--- config.mk ---
export PLATFORM = sky130hd
export DESIGN_NAME = bus_port_buffer
export DESIGN_NICKNAME = d
export VERILOG_FILES = /design/src/rtl/bus_port_buffer.sv
export SDC_FILE = /design/constraint.sdc
export NUM_CORES = 1
export LEC_CHECK = 0
export CAP_MARGIN = 20
export CELL_PAD_IN_SITES_DETAIL_PLACEMENT = 0
export CELL_PAD_IN_SITES_GLOBAL_PLACEMENT = 2
export CORE_MARGIN = 10
export CORE_UTILIZATION = 46
export CTS_BUF_LIST = sky130_fd_sc_hd__clkbuf_16
export DETAILED_ROUTE_END_ITERATION = 16
export GPL_ROUTABILITY_DRIVEN = 0
export PLACE_DENSITY = 0.79
export SLEW_MARGIN = 15
export SYNTH_ARGS = -nofsm -noshare
export SYNTH_HDL_FRONTEND = slang
export SYNTH_SLANG_ARGS = --single-unit
export TNS_END_PERCENT = 5
--- constraint.sdc ---
create_clock -name clk -period 5.71 [get_ports clk]
set_input_delay 1.142 -clock clk [delete_from_list [all_inputs] [get_ports clk]]
set_output_delay 1.142 -clock clk [all_outputs]
set_load 0.005 [all_outputs]
--- src/rtl/bus_port_buffer.sv ---
// Per-port buffer between a device and the bus arbiter: TX FIFO toward the bus,
// RX FIFO capturing bus deliveries addressed to this port.

module bus_port_fifo #(
    parameter int W     = 32,
    parameter int DEPTH = 8
) (
    input  logic                       clk,
    input  logic                       rst,
    input  logic                       wr,
    input  logic [W-1:0]               din,
    input  logic                       rd,
    output logic [W-1:0]               dout,
    output logic [$clog2(DEPTH+1)-1:0] count,
    output logic                       full,
    output logic                       not_empty,
    output logic                       wr_drop
);
    localparam int CW = $clog2(DEPTH + 1);
    localparam int PW = (DEPTH > 1) ? $clog2(DEPTH) : 1;
    localparam logic [CW-1:0] CNT_ONE  = CW'(1);
    localparam logic [CW-1:0] CNT_LAST = CW'(DEPTH - 1);
    localparam logic [PW-1:0] PTR_ONE  = PW'(1);
    localparam logic [PW-1:0] PTR_LAST = PW'(DEPTH - 1);

    typedef enum logic [1:0] {S_EMPTY, S_PARTIAL, S_FULL} state_t;

    state_t        state, state_nxt;
    logic [W-1:0]  mem [0:DEPTH-1];
    logic [PW-1:0] wr_ptr, rd_ptr;
    logic          wr_ok, rd_ok;

    // A write into a full FIFO is accepted only when the head leaves on the same edge.
    assign wr_ok   = wr && (!full || rd);
    assign rd_ok   = rd && not_empty;
    assign wr_drop = wr && full && !rd;
    assign dout    = not_empty ? mem[rd_ptr] : '0;

    always_ff @(posedge clk or posedge rst) begin
        if (rst) begin
            state  <= S_EMPTY;
            count  <= '0;
            wr_ptr <= '0;
            rd_ptr <= '0;
        end else begin
            state <= state_nxt;
            if (wr_ok)
                wr_ptr <= (wr_ptr == PTR_LAST) ? '0 : wr_ptr + PTR_ONE;
            if (rd_ok)
                rd_ptr <= (rd_ptr == PTR_LAST) ? '0 : rd_ptr + PTR_ONE;
            case ({wr_ok, rd_ok})
                2'b10:   count <= count + CNT_ONE;
                2'b01:   count <= count - CNT_ONE;
                default: count <= count;
            endcase
        end
    end

    always_ff @(posedge clk) begin
        if (wr_ok)
            mem[wr_ptr] <= din;
    end

    always_comb begin
        state_nxt = state;
        case (state)
            S_EMPTY: begin
                if (wr_ok)
                    state_nxt = S_PARTIAL;
            end
            S_PARTIAL: begin
                if (wr_ok && !rd_ok && count == CNT_LAST)
                    state_nxt = S_FULL;
                else if (rd_ok && !wr_ok && count == CNT_ONE)
                    state_nxt = S_EMPTY;
            end
            S_FULL: begin
                if (rd_ok && !wr_ok)
                    state_nxt = S_PARTIAL;
            end
            default: state_nxt = S_EMPTY;
        endcase
    end

    always_comb begin
        full      = 1'b0;
        not_empty = 1'b0;
        case (state)
            S_PARTIAL: not_empty = 1'b1;
            S_FULL: begin
                full      = 1'b1;
                not_empty = 1'b1;
            end
            default: ;
        endcase
    end
endmodule

module bus_port_buffer #(
    parameter int pckg_sz   = 32,
    parameter int fifo_size = 8,
    parameter int port_id   = 0
) (
    input  logic                           clk,
    input  logic                           reset,
    input  logic                           dev_wr,
    input  logic [pckg_sz-1:0]             dev_din,
    output logic                           dev_full,
    input  logic                           dev_rd,
    output logic [pckg_sz-1:0]             dev_dout,
    output logic                           dev_valid,
    output logic                           pndng,
    output logic [pckg_sz-1:0]             D_pop,
    input  logic                           pop,
    input  logic                           push,
    input  logic [pckg_sz-1:0]             D_push,
    output logic [$clog2(fifo_size+1)-1:0] tx_count,
    output logic [$clog2(fifo_size+1)-1:0] rx_count,
    output logic [7:0]                     tx_ovf,
    output logic [7:0]                     rx_drop
);
    localparam logic [7:0] PORT_ID = 8'(port_id);

    logic id_match, rx_wr, rx_full, rx_wr_drop, rx_drop_ev;
    logic tx_wr_drop;

    assign id_match   = (D_push[pckg_sz-1 -: 8] == PORT_ID);
    assign rx_wr      = push && id_match;
    assign rx_drop_ev = push && (!id_match || rx_wr_drop);

    bus_port_fifo #(.W(pckg_sz), .DEPTH(fifo_size)) u_tx (
        .clk       (clk),
        .rst       (reset),
        .wr        (dev_wr),
        .din       (dev_din),
        .rd        (pop),
        .dout      (D_pop),
        .count     (tx_count),
        .full      (dev_full),
        .not_empty (pndng),
        .wr_drop   (tx_wr_drop)
    );

    bus_port_fifo #(.W(pckg_sz), .DEPTH(fifo_size)) u_rx (
        .clk       (clk),
        .rst       (reset),
        .wr        (rx_wr),
        .din       (D_push),
        .rd        (dev_rd),
        .dout      (dev_dout),
        .count     (rx_count),
        .full      (rx_full),
        .not_empty (dev_valid),
        .wr_drop   (rx_wr_drop)
    );

    // Drop counters saturate and only reset clears them.
    always_ff @(posedge clk or posedge reset) begin
        if (reset) begin
            tx_ovf  <= '0;
            rx_drop <= '0;
        end else begin
            if (tx_wr_drop && tx_ovf != 8'hFF)
                tx_ovf <= tx_ovf + 8'd1;
            if (rx_drop_ev && rx_drop != 8'hFF)
                rx_drop <= rx_drop + 8'd1;
        end
    end

    logic unused_rx_full;
    assign unused_rx_full = rx_full;
endmodule

==> Yosys cells after proc, flatten, opt, wreduce, memory -nomap -nowiden <==
Memory sizes are Yosys's and may differ from the RTL's.
Cells that the tools add are included.
{ "totals": {"regBits": 40, "latch_bits": 0, "mem_bits_rw": 512, "romBits": 0, "inputBits": 70, "out_inout_bits": 91, "word_cells": 113, "memories": 2} }
{ "classes": {"add_sub_neg": 10, "n_mul": 0, "div_mod_pow": 0, "n_lt_le_gt_ge": 0, "eq_ne": 24, "shift": 0, "mux": 26, "bitwise_logic": 0, "reduce_logical": 41} }
{ "mem_list": {"columns": ["memory", "words", "width", "read_ports", "rd_clocked_by_memory_dff", "write_ports", "line", "text"], "rows": [
  ["u_rx.mem", 8, 32, 1, 0, 1, "29", "logic [W-1:0] mem [0:DEPTH-1];"],
  ["u_tx.mem", 8, 32, 1, 0, 1, "29", null]
]} }
{ "op_table": {"columns": ["cell", "count"], "rows": [
  ["32-bit 2-to-1 mux", 2],
  ["1-bit logical AND", 20],
  ["8-bit by 1-bit adder with 8-bit output (second input constant)", 2],
  ["2-bit 2-to-1 mux", 8],
  ["8-bit inequality test (second input constant)", 2],
  ["4-bit one-hot mux with 2 select lines", 2],
  ["3-bit by 1-bit adder with 3-bit output (second input constant)", 4],
  ["3-bit == test (second input constant)", 4],
  ["3-bit 2-to-1 mux", 4],
  ["2-bit one-hot mux with 3 select lines", 2],
  ["1-bit zero test", 9],
  ["4-bit by 1-bit adder with 4-bit output (second input constant)", 2],
  ["2-bit by 1-bit == test with 1-bit output (second input constant)", 4],
  ["2-bit == test (second input constant)", 4],
  ["4-bit by 1-bit == test with 1-bit output (second input constant)", 2],
  ["4-bit by 3-bit == test with 1-bit output (second input constant)", 2],
  ["8-bit zero test", 1],
  ["1-bit 2-to-1 mux", 8],
  ["2-bit by 1-bit inequality test with 1-bit output (second input constant)", 4],
  ["4-bit by 1-bit subtractor with 4-bit output (second input constant)", 2],
  ["3-bit by 1-bit inequality test with 1-bit output (second input constant)", 2],
  ["3-bit AND reduction", 2],
  ["2-bit zero test", 2],
  ["2-bit nonzero test", 2],
  ["other kinds (2)", 5]
]} }

==> Longest topological paths before layout <==
{ "depth": {"ltp_word": 11, "ltp_mapped": 10, "ltp_nobuf": 10} }

==> By module <==
A second synthesis with hierarchy kept.
{ "unflattened": {"cells_unflattened": 986, "area_unflattened_um2": 21595.7} }
{ "modules_own_cells": {"columns": ["module", "instances", "cells_per_inst", "area_each_um2", "seq_area_each_um2"], "rows": [
  ["bus_port_fifo (u_rx)", 1, 458, 10392.5, 7987.7],
  ["bus_port_fifo (u_tx)", 1, 458, 10366.2, 7987.7],
  ["bus_port_buffer", 1, 70, 837.1, 400.4]
]} }

==> Worst setup path before layout <==
Ideal clock, no wire load.
{ "synth_path": {"kind": "input port to flip-flop", "start": "in pop", "end": "mem u_tx.mem[0][0] (enable)", "setup_ns": 0.501, "arrival_ns": 4.471, "slack_ns": 0.737, "cell_stages": 3, "cell_sequence": "nand2b_1 -> nand2_1 -> nor4_1"} }
{ "synth_between": {"elab_chain_len": 4} }
{ "synth_lines": {"columns": ["item", "line", "text"], "rows": [
  ["from (decl)", "114", "input logic pop,"],
  ["1-bit logical OR", "34", "assign wr_ok = wr && (!full || rd);"],
  ["1-bit logical AND", "34", null],
  ["1-bit 2-to-1 mux", "60", "if (wr_ok)"],
  ["1-bit 2-to-1 mux (not written as such)", "61", "mem[wr_ptr] <= din;"],
  ["to (decl)", "29", null]
]} }
Every way passes these cells.

==> Worst setup path in the final report <==
{ "layout_path": {"start": "reg u_tx.rd_ptr[0]", "end": "out D_pop[23]"} }
{ "layout_between": {"elab_chain_len": 2} }
{ "layout_lines": {"columns": ["item", "line", "text"], "rows": [
  ["from (decl)", "30", "logic [PW-1:0] wr_ptr, rd_ptr;"],
  ["from (signal assigned)", "50", "rd_ptr <= (rd_ptr == PTR_LAST) ? '0 : rd_ptr + PTR_ONE;"],
  ["memory 8 x 32 bit", null, null],
  ["32-bit 2-to-1 mux", "37", "assign dout = not_empty ? mem[rd_ptr] : '0;"],
  ["to (decl)", "113", "output logic [pckg_sz-1:0] D_pop,"]
]} }
Every way passes these cells.

==> results.tsv <==
metric	value	unit
outcome	completed	
CTS Buffer Depth	3	
port bufs	160	
Power Density	440	nW/um^2
DRT antenna net count	0	
crit path capture type	primary output	
final hold violation count	0	
clock latency on the worst-skew pair	0.60	ns
setup violators final	0	
WL/cell	23.4	microns
Synth Area per Inst	21.1	sq um
Max Slew Vio Count	0	
largest net degree at the start of global routing	47	
vias in the first global route	10932	
Top FF cell, synth	edfxtp_1	
#FFs+latches synth	552	
DRC violations left	0	
worst min path class	reg -> reg	
total CTS buffers	55	
first-pass GRT wire length	68.2	mm
Worst-path clk slew	0.06	ns
Startpoint Class	flip-flop	
min cycle time layout	4.46	ns
Setup Total Neg Slack	0	ns
drt first pass iters	4	
layout cells sized above 1	21.6	%
skew final	0.0198	ns
register area share after synthesis	74.4	%
Setup CP Type	reg -> out	
clk root buf	clkbuf_16	
Fillers	3601	
Synth Instances	1042	
hpwl dp	26.7	mm
Final Cycle Share	78.1	%
Die ar.	57000	sq um
Worst Tran Pin Value	0.970	ns
EDFF count, synth	512	
Worst Path Arrival	3.32	ns
iteration-0 DRC count of the detailed router	701	
Register Area	16400	sq um
Core Area	47500	sq um
CTS resizes	0	
Hold Buf Count CTS	0	
Final Net Count	1341	
number of placed I/O pins	161	
Synth Cell Area	22000	sq um
area of the multi-input gates	5400	sq um
Leak Pwr	8.62	nW
initial antenna violation count	7	
num rows	80	
Yosys Warn Count	0	
Max Clk Rate	0.224	GHz
worst endpoint required time	4.57	ns
final wirelength	44.6	mm
worst-path fanout max	46	
slew margin rel.	35.3	%
Die Span Y	239	microns
GRT Residual Overflow	0	
GRT Overall Usage	15.7	%
DR vias	10362	
H-tree levels	2	
Syn-to-layout area delta	19.5	%
DR vias/cell	5.44	
# Post-CTS Setup Buffers	0	
Yosys cell types	47	
Async S/R FF share, synth	7.25	%
Die W	239	microns
initial core utilization	46.3	%
RSZ-0062 raised after global routing	false	
Syn Nets	1140	
max-cap violation count	0	
Tot Pwr	11.6	mW
CTS Sinks	552	
Worst IR Drop VDD	0.288	mV
CTS tree	built	
state kept, by name, summed over array words and instances (netlist names):
register / count
u_rx.mem: 256
u_tx.mem: 256
rx_drop: 8
tx_ovf: 8
u_rx.count: 4
u_tx.count: 4
u_rx.rd_ptr: 3
u_rx.wr_ptr: 3
u_tx.rd_ptr: 3
u_tx.wr_ptr: 3
u_rx.state: 2
u_tx.state: 2
final timing paths:
check | startpoint | end | slack [ns] | cells after the start
worst max-delay path | u_tx.rd_ptr[0] | D_pop[23] | 1.25 | 5
worst min-delay path | rx_drop[5] | rx_drop[5] | 0.50 | 1
worst max register to register | u_tx.state[0] | u_tx.state[0] | 2.61 | 10
worst min register to register | rx_drop[5] | rx_drop[5] | 0.50 | 1
max in group asynchronous | reset | u_rx.rd_ptr[0] | 3.97 | 2
min in group asynchronous | reset | u_tx.count[2] | 1.07 | 2
synthesized netlist by cell type (2+ instances only):
library cell / instances / share of area, %
mux2i_1: 69 / 3.1
edfxtp_1: 512 / 70
a21oi_1: 3 / 0.068
nor4_2: 3 / 0.17
dfrtp_1: 40 / 4.5
nor2b_1: 65 / 1.8
nand2_1: 16 / 0.27
nand2b_1: 13 / 0.37
buf_6: 10 / 0.51
mux2_2: 7 / 0.36
clkbuf_1: 10 / 0.17
mux2_4: 2 / 0.14
nor4_4: 2 / 0.19
and4b_1: 2 / 0.091
a21o_1: 4 / 0.14
o21ai_0: 6 / 0.14
nand3_1: 8 / 0.18
or3_1: 2 / 0.057
xnor2_1: 5 / 0.20
nor2_1: 15 / 0.26
inv_1: 17 / 0.29
o21ai_1: 2 / 0.045
ha_1: 28 / 1.6
nand4_1: 3 / 0.085
xor2_1: 15 / 0.60
nor3_1: 14 / 0.32
mux4_2: 128 / 13
buf_2: 22 / 0.50
final cells by class:
class,instances,area share [%]
Antenna cell,1,0.00951
Clock buffer,56,5.33
Timing Repair Buffer,187,7.33
Inverter,19,0.276
Sequential cell,552,62.3
Multi-Input combinational cell,428,20.5
Tap cell,615,2.93
Clock inverter,47,1.30
cells in the final DEF (no fill, tap or decap), drive strengths merged, types with 6 or more instances in the layout:
cell	Yosys	routed
xor2	15	15
nand3	8	8
o21ai	8	8
buf	33	27
dfrtp	40	40
clkinv	1	29
nor2	16	16
nor4	6	6
edfxtp	512	512
nor2b	65	65
ha	28	28
mux2i	69	69
mux2	9	9
nand2b	13	13
mux4	128	128
clkbuf	10	56
clkdlybuf4s50	0	160
nand2	16	16
inv	18	30
nor3	14	14
critical path, stage by stage, from the launching register on:
cell             delay (ns)
dfrtp_4                1.02
buf_4                  0.40
mux4_2                 0.53
mux2i_1                0.18
nor2b_1                0.08
clkdlybuf4s50_1        0.47
metal layers:
| metal | part of all wire (%) | vias up | global-route usage (%) |
|---|---|---|---|
| met5 | 0.20 | - | 0 |
| met4 | 2.1 | 12 | 4.50 |
| met3 | 6.1 | 75 | 3.93 |
| met2 | 50 | 241 | 25.9 |
| met1 | 42 | 5403 | 20.5 |
| li1 | - | 4631 | - |
metrics by stage:
step                      cell area [sq um]  hold WS [ns]  worst slack [ns]  instances  util, %
final                                 26300         0.497              1.25       1905     55.3
after global routing                  26300         0.516             0.977       1905     55.3
after CTS                             26200         0.506              1.14       1900     55.1
after detailed placement              24400         0.489              1.45       1797     51.4
after global placement                24400         0.478              1.55       1796     51.4
after floorplan                       22000         0.484             0.737       1042        -
where the power goes:
part	leakage (nW)	internal (mW)	switching [mW]
combinational	2.60	1.67	1.24
sequential	5.13	4.77	0.443
clock	0.893	1.96	1.48
total	8.62	8.40	3.17
logic make-up after synthesis:
family | Yosys count | share of synthesized area [%]
AO/OA/AOI/OAI | 22 | 0.705
adder cells (fa/ha/maj) | 28 | 1.59
multiplexers | 206 | 16.7
XOR/XNOR | 20 | 0.796
buffers and inverters | 62 | 1.55
AND/OR/NAND/NOR | 152 | 4.24
flip-flops | 552 | 74.4
(Power assumes the default switching activity.)
